$ cat src/rtl/multicycle_ctrl_fsm.sv
// Multicycle control sequencer: fetch/decode/execute/memory/writeback over a shared datapath.
// Optional performance counters are enabled by defining MULTICYCLE_PERF_CNT_EN.
module multicycle_ctrl_fsm #(
    parameter int FETCH_TIMEOUT = 255
) (
    input  logic        clk,
    input  logic        reset,
    input  logic [5:0]  opcode,
    input  logic        zero,
    input  logic        mem_ready,
    output logic        mem_req,
    output logic        mem_we,
    output logic        IorD,
    output logic        IRWrite,
    output logic        PCWrite,
    output logic        PCWriteCond,
    output logic [1:0]  PCSource,
    output logic        RegDst,
    output logic        MemtoReg,
    output logic        RegWrite,
    output logic        ALUSrcA,
    output logic [1:0]  ALUSrcB,
    output logic [1:0]  ALUOp,
    output logic        illegal_op,
    output logic        mem_timeout,
    output logic [3:0]  state
`ifdef MULTICYCLE_PERF_CNT_EN
    ,
    output logic [31:0] cycle_count,
    output logic [31:0] instr_count
`endif
);

    typedef enum logic [3:0] {
        FETCH     = 4'd0,
        DECODE    = 4'd1,
        MEM_ADDR  = 4'd2,
        MEM_READ  = 4'd3,
        MEM_WB    = 4'd4,
        MEM_WRITE = 4'd5,
        EXEC_R    = 4'd6,
        R_WB      = 4'd7,
        BRANCH    = 4'd8,
        JUMP      = 4'd9,
        EXEC_I    = 4'd10,
        I_WB      = 4'd11
    } state_t;

    localparam logic [5:0] OP_RTYPE = 6'b000000;
    localparam logic [5:0] OP_LW    = 6'b100011;
    localparam logic [5:0] OP_SW    = 6'b101011;
    localparam logic [5:0] OP_BEQ   = 6'b000100;
    localparam logic [5:0] OP_J     = 6'b000010;
    localparam logic [5:0] OP_ADDI  = 6'b001000;

    state_t     state_q;
    state_t     state_d;
    logic [7:0] wait_cnt;
    logic       timeout_q;
    logic       waiting;
    logic       op_legal;

    // zero only qualifies PCWriteCond inside the datapath
    logic unused_zero;
    assign unused_zero = zero;

    assign waiting = ((state_q == FETCH) || (state_q == MEM_READ) || (state_q == MEM_WRITE))
                     && !mem_ready;

    always_ff @(posedge clk) begin
        if (reset) begin
            state_q <= FETCH;
        end else begin
            state_q <= state_d;
        end
    end

    // Wait counter restarts per state and saturates, so the timeout flag cannot be missed by wrapping
    always_ff @(posedge clk) begin
        if (reset) begin
            wait_cnt  <= 8'd0;
            timeout_q <= 1'b0;
        end else begin
            if (state_d != state_q) begin
                wait_cnt <= 8'd0;
            end else if (waiting && (wait_cnt != 8'hFF)) begin
                wait_cnt <= wait_cnt + 8'd1;
            end
            if (waiting && (({1'b0, wait_cnt} + 9'd1) >= 9'(FETCH_TIMEOUT))) begin
                timeout_q <= 1'b1;
            end
        end
    end

    always_comb begin
        case (opcode)
            OP_RTYPE, OP_LW, OP_SW, OP_BEQ, OP_J, OP_ADDI: op_legal = 1'b1;
            default:                                        op_legal = 1'b0;
        endcase
    end

    always_comb begin
        state_d = state_q;
        case (state_q)
            FETCH: begin
                if (mem_ready) state_d = DECODE;
            end
            DECODE: begin
                case (opcode)
                    OP_RTYPE:     state_d = EXEC_R;
                    OP_LW, OP_SW: state_d = MEM_ADDR;
                    OP_BEQ:       state_d = BRANCH;
                    OP_J:         state_d = JUMP;
                    OP_ADDI:      state_d = EXEC_I;
                    default:      state_d = FETCH;
                endcase
            end
            MEM_ADDR:  state_d = (opcode == OP_LW) ? MEM_READ : MEM_WRITE;
            MEM_READ: begin
                if (mem_ready) state_d = MEM_WB;
            end
            MEM_WRITE: begin
                if (mem_ready) state_d = FETCH;
            end
            EXEC_R:    state_d = R_WB;
            EXEC_I:    state_d = I_WB;
            MEM_WB, R_WB, I_WB, BRANCH, JUMP: state_d = FETCH;
            default:   state_d = FETCH;
        endcase
    end

    always_comb begin
        mem_req     = 1'b0;
        mem_we      = 1'b0;
        IorD        = 1'b0;
        IRWrite     = 1'b0;
        PCWrite     = 1'b0;
        PCWriteCond = 1'b0;
        PCSource    = 2'b00;
        RegDst      = 1'b0;
        MemtoReg    = 1'b0;
        RegWrite    = 1'b0;
        ALUSrcA     = 1'b0;
        ALUSrcB     = 2'b00;
        ALUOp       = 2'b00;
        illegal_op  = 1'b0;
        if (!reset) begin
            case (state_q)
                FETCH: begin
                    mem_req = 1'b1;
                    ALUSrcB = 2'b01;
                    if (mem_ready) begin
                        IRWrite = 1'b1;
                        PCWrite = 1'b1;
                    end
                end
                DECODE: begin
                    ALUSrcB    = 2'b11;
                    illegal_op = !op_legal;
                end
                MEM_ADDR: begin
                    ALUSrcA = 1'b1;
                    ALUSrcB = 2'b10;
                end
                MEM_READ: begin
                    mem_req = 1'b1;
                    IorD    = 1'b1;
                end
                MEM_WB: begin
                    RegWrite = 1'b1;
                    MemtoReg = 1'b1;
                end
                MEM_WRITE: begin
                    mem_req = 1'b1;
                    mem_we  = 1'b1;
                    IorD    = 1'b1;
                end
                EXEC_R: begin
                    ALUSrcA = 1'b1;
                    ALUOp   = 2'b10;
                end
                R_WB: begin
                    RegWrite = 1'b1;
                    RegDst   = 1'b1;
                end
                BRANCH: begin
                    ALUSrcA     = 1'b1;
                    ALUOp       = 2'b01;
                    PCWriteCond = 1'b1;
                    PCSource    = 2'b01;
                end
                JUMP: begin
                    PCWrite  = 1'b1;
                    PCSource = 2'b10;
                end
                EXEC_I: begin
                    ALUSrcA = 1'b1;
                    ALUSrcB = 2'b10;
                end
                I_WB: begin
                    RegWrite = 1'b1;
                end
                default: ;
            endcase
        end
    end

    assign state       = reset ? 4'd0 : state_q;
    assign mem_timeout = timeout_q & ~reset;

`ifdef MULTICYCLE_PERF_CNT_EN
    logic [31:0] cycle_q;
    logic [31:0] instr_q;
    logic        retire;

    // An instruction retires when a completing state hands back to FETCH; illegal decodes never retire
    assign retire = (state_d == FETCH) &&
                    ((state_q == MEM_WB) || (state_q == R_WB) || (state_q == I_WB) ||
                     (state_q == BRANCH) || (state_q == JUMP) || (state_q == MEM_WRITE));

    always_ff @(posedge clk) begin
        if (reset) begin
            cycle_q <= 32'd0;
            instr_q <= 32'd0;
        end else begin
            cycle_q <= cycle_q + 32'd1;
            if (retire) instr_q <= instr_q + 32'd1;
        end
    end

    assign cycle_count = reset ? 32'd0 : cycle_q;
    assign instr_count = reset ? 32'd0 : instr_q;
`endif

endmodule
$ cat config.mk
export PLATFORM = sky130hd
export DESIGN_NAME = multicycle_ctrl_fsm
export DESIGN_NICKNAME = d
export VERILOG_FILES = /design/src/rtl/multicycle_ctrl_fsm.sv
export SDC_FILE = /design/constraint.sdc
export NUM_CORES = 1
export LEC_CHECK = 0
export CAP_MARGIN = 30
export CORE_UTILIZATION = 32
export CTS_CLUSTER_DIAMETER = 40
export DETAILED_ROUTE_END_ITERATION = 8
export HOLD_SLACK_MARGIN = 0.03
export SYNTH_ARGS = -nofsm -noshare
export SYNTH_HDL_FRONTEND = slang
export SYNTH_SLANG_ARGS = --single-unit
$ cat constraint.sdc
create_clock -name clk -period 3.3 [get_ports clk]
set_input_delay 0.495 -clock clk [delete_from_list [all_inputs] [get_ports clk]]
set_output_delay 0.495 -clock clk [all_outputs]
set_load 0.02 [all_outputs]
==> flow_summary.toml <==
[cts]
cts_resized = 0
clock-root-buffer = "clkbuf_8"
htreeDepth = 1
hold_buffers = 0
clk_pin_slew_ns = 0.06
clock_path_buffers = 2
cts_buffers = 3
cts_tree = "yes"
cts_setup_buffers = 0
clock-sinks = 13
clkLatencyLatePin_ns = 0.25

[floorplanning]
die_area_mm2 = 0.00439
placementRows = 22
fp.dieH_um = 66.3
die_w_um = 66.3
ios = 32
initial_core_util_pct = 34.8
core_area_mm2 = 0.00380

[synthesis]
syn_area_mm2 = 0.00132
synth_nets = 178
async_flop_share_pct = 0
ys.flop_type = "dfxtp_1"
yosys_warnings = 0
synth-edff-count = 0
synth_seq_cells = 13
yosysUniqueCellTypes = 55
syn_inst = 166
avgSynthCellArea_um2 = 7.96
ys_seq_area_share_pct = 19.7

[sta]
worst_slew_margin_rel_pct = 63.4
fin_crit_sh_pct = 85.0
worstMarginPinSlew_ns = 0.547
final.setup.worst_slack_ns = 0.495
rsz0062_at_grt = "no"
timing.hold.ws_ns = 0.473
tns_ns = 0
fin_crit_ns = 2.80
hold_viol = 0
fmax_mhz = 357
finalMaxSlewViolations = 0
finClkSkew_ns = 0.000871
setup_violations = 0

[power]
powerDensity_mw_per_mm2 = 237
peakVddDrop_uv = 218
totalPowerFinal_mw = 0.398
p_leak_nw = 0.583

[critical_path]
reg2regPathDepth = 6
worst_r2r_startpoint = "state_q[2]"
end_kind = "primary output"
max_stage_delay_ns = 0.64
cp_max_fo = 4
cpMostUsedCell = "clkdlybuf4s50_1"
cp_slowest_cell = "clkdlybuf4s50_1"
r2r_slack_ns = 1.01
worstPathArrival_ns = 2.31
r2r-end = "timeout_q"
path_cells = "clkdlybuf4s50_1 -> xor2_1 -> o211a_1 -> a211oi_1 -> clkdlybuf4s50_1"
critPathRequiredTime_ns = 2.80
startpoint_type = "input port"
crit_type = "input port to primary output"

[worst_hold_path]
hp-class = "flop to flop"
hold_end = "timeout_q"
worstHoldStart = "timeout_q"
hold_path_depth = 2

[global_route]
grt_max_degree = 23
grt_pass1_vias = 1249
grt_pass1_wl_um = 5760
antenna_found_initial = 0
overflow = 0
grt_usage_pct = 17.1

[routing]
dr.pass1.iters = 4
wl_per_cell_um = 13.9
viasPerCell = 5.50
drc = 0
ant_nets = 0
wirelength_um = 3340
drt_iter0_markers = 61
via_count = 1321

[run]
maxCapViolCount = 0

[finish]
utilization_pct = 44.2
antenna_cells = 0
layout_commonest_cell = "clkdlybuf4s50_1"
drive_above_1_share_pct = 15.1
area_growth_pct = 27.0
layout_common_cells = "30 x clkdlybuf4s50_1, 16 x nor2_1, 14 x nor3_1"
num-nets-final = 205
fillerInstances = 402

[place]
hpwl_um = 2440
routabilityCongestion = 0.871
pre_cts_slack_ns = 0.467
io_buffer_count = 30

[run_status]
status = "complete, no violations"
-- worst max-delay path by stage --
stage,from,end,slack (ns),depth (start not counted)
floorplan,state_q[0],PCWrite,1.16,6
global placement,reset,MemtoReg,0.51,6
detailed placement,opcode[2],illegal_op,0.47,5
CTS,opcode[2],illegal_op,0.48,5
global route,reset,RegDst,0.41,6
finish,opcode[2],illegal_op,0.50,5
-- synth_stat cells (2+ instances only) --
cell type	n	area (um2)
nor2_1	16	60.1
nor3_1	14	70.1
dfxtp_1	13	260
nand2_1	8	30.0
and3_1	7	43.8
clkbuf_1	7	26.3
inv_1	6	22.5
nand3_1	6	30.0
xor2_1	6	52.6
o21ai_0	5	25.0
xnor2_1	5	43.8
buf_6	4	45.0
nor2b_1	4	25.0
nor4_2	4	50.1
buf_4	3	22.5
nor4_1	3	18.8
nor4b_2	3	45.0
or2_2	3	18.8
a2111oi_2	2	30.0
a21oi_1	2	10.0
a221oi_1	2	17.5
a31oi_1	2	12.5
ha_1	2	25.0
nand3b_1	2	15.0
nand4_1	2	12.5
nor3_4	2	32.5
nor4b_1	2	17.5
o211ai_1	2	15.0
o21ai_1	2	10.0
or2_1	2	12.5
-- metal layers --
metal	share of wire (%)	vias to the layer above	track usage, %
li1	-	667	-
met1	51	617	24.0
met2	44	32	26.0
met3	4.3	5	4.31
met4	0.63	0	3.19
met5	0	-	0
-- sequential cells by signal (all words and copies together) (netlist names) --
register	count
wait_cnt	8
state_q	4
timeout_q	1
-- final cells by class --
class / instances / area [um2] / area share [%]
well taps: 48 / 60.1 / 3.58
multi-input cells: 132 / 941 / 56.1
clock buffers: 4 / 45.0 / 2.68
inverters: 7 / 26.3 / 1.57
repair buffers: 36 / 345 / 20.6
flip-flops and latches: 13 / 260 / 15.5
-- through the flow --
| stage | instance area [um2] | std cells |
|---|---|---|
| floorplan | 1320 | 166 |
| global placement | 1630 | 236 |
| detailed placement | 1630 | 236 |
| CTS | 1680 | 240 |
| global route | 1680 | 240 |
| finish | 1680 | 240 |
-- cells by family (layout without fill, tap and decap cells) --
group                      count (synthesis)  count (layout)  share of synthesized area [%]
and+or+nand+nor                           85              85                           41.1
AOI/OAI and AO/OA                         32              32                           19.3
buffers and inverters                     21              47                           9.09
DFF                                       13              13                           19.7
xor gates and xnor gates                  11              11                           7.29
adders and majority gates                  2               2                           1.89
muxes                                      2               2                           1.61
-- worst max-delay path: cells and delay by family --
kind	cells	cell delay (ns)
buffers and inverters	2	1.15
XOR/XNOR	1	0.21
AO/OA/AOI/OAI	2	0.46
-- power by group --
part | switching (mW) | internal [mW] | leakage [nW] | total, mW
sequential | 0.00506 | 0.159 | 0.105 | 0.164
clock | 0.0600 | 0.0855 | 0.0228 | 0.145
combinational | 0.0501 | 0.0385 | 0.455 | 0.0886
Power figures use the tool's default switching activity.
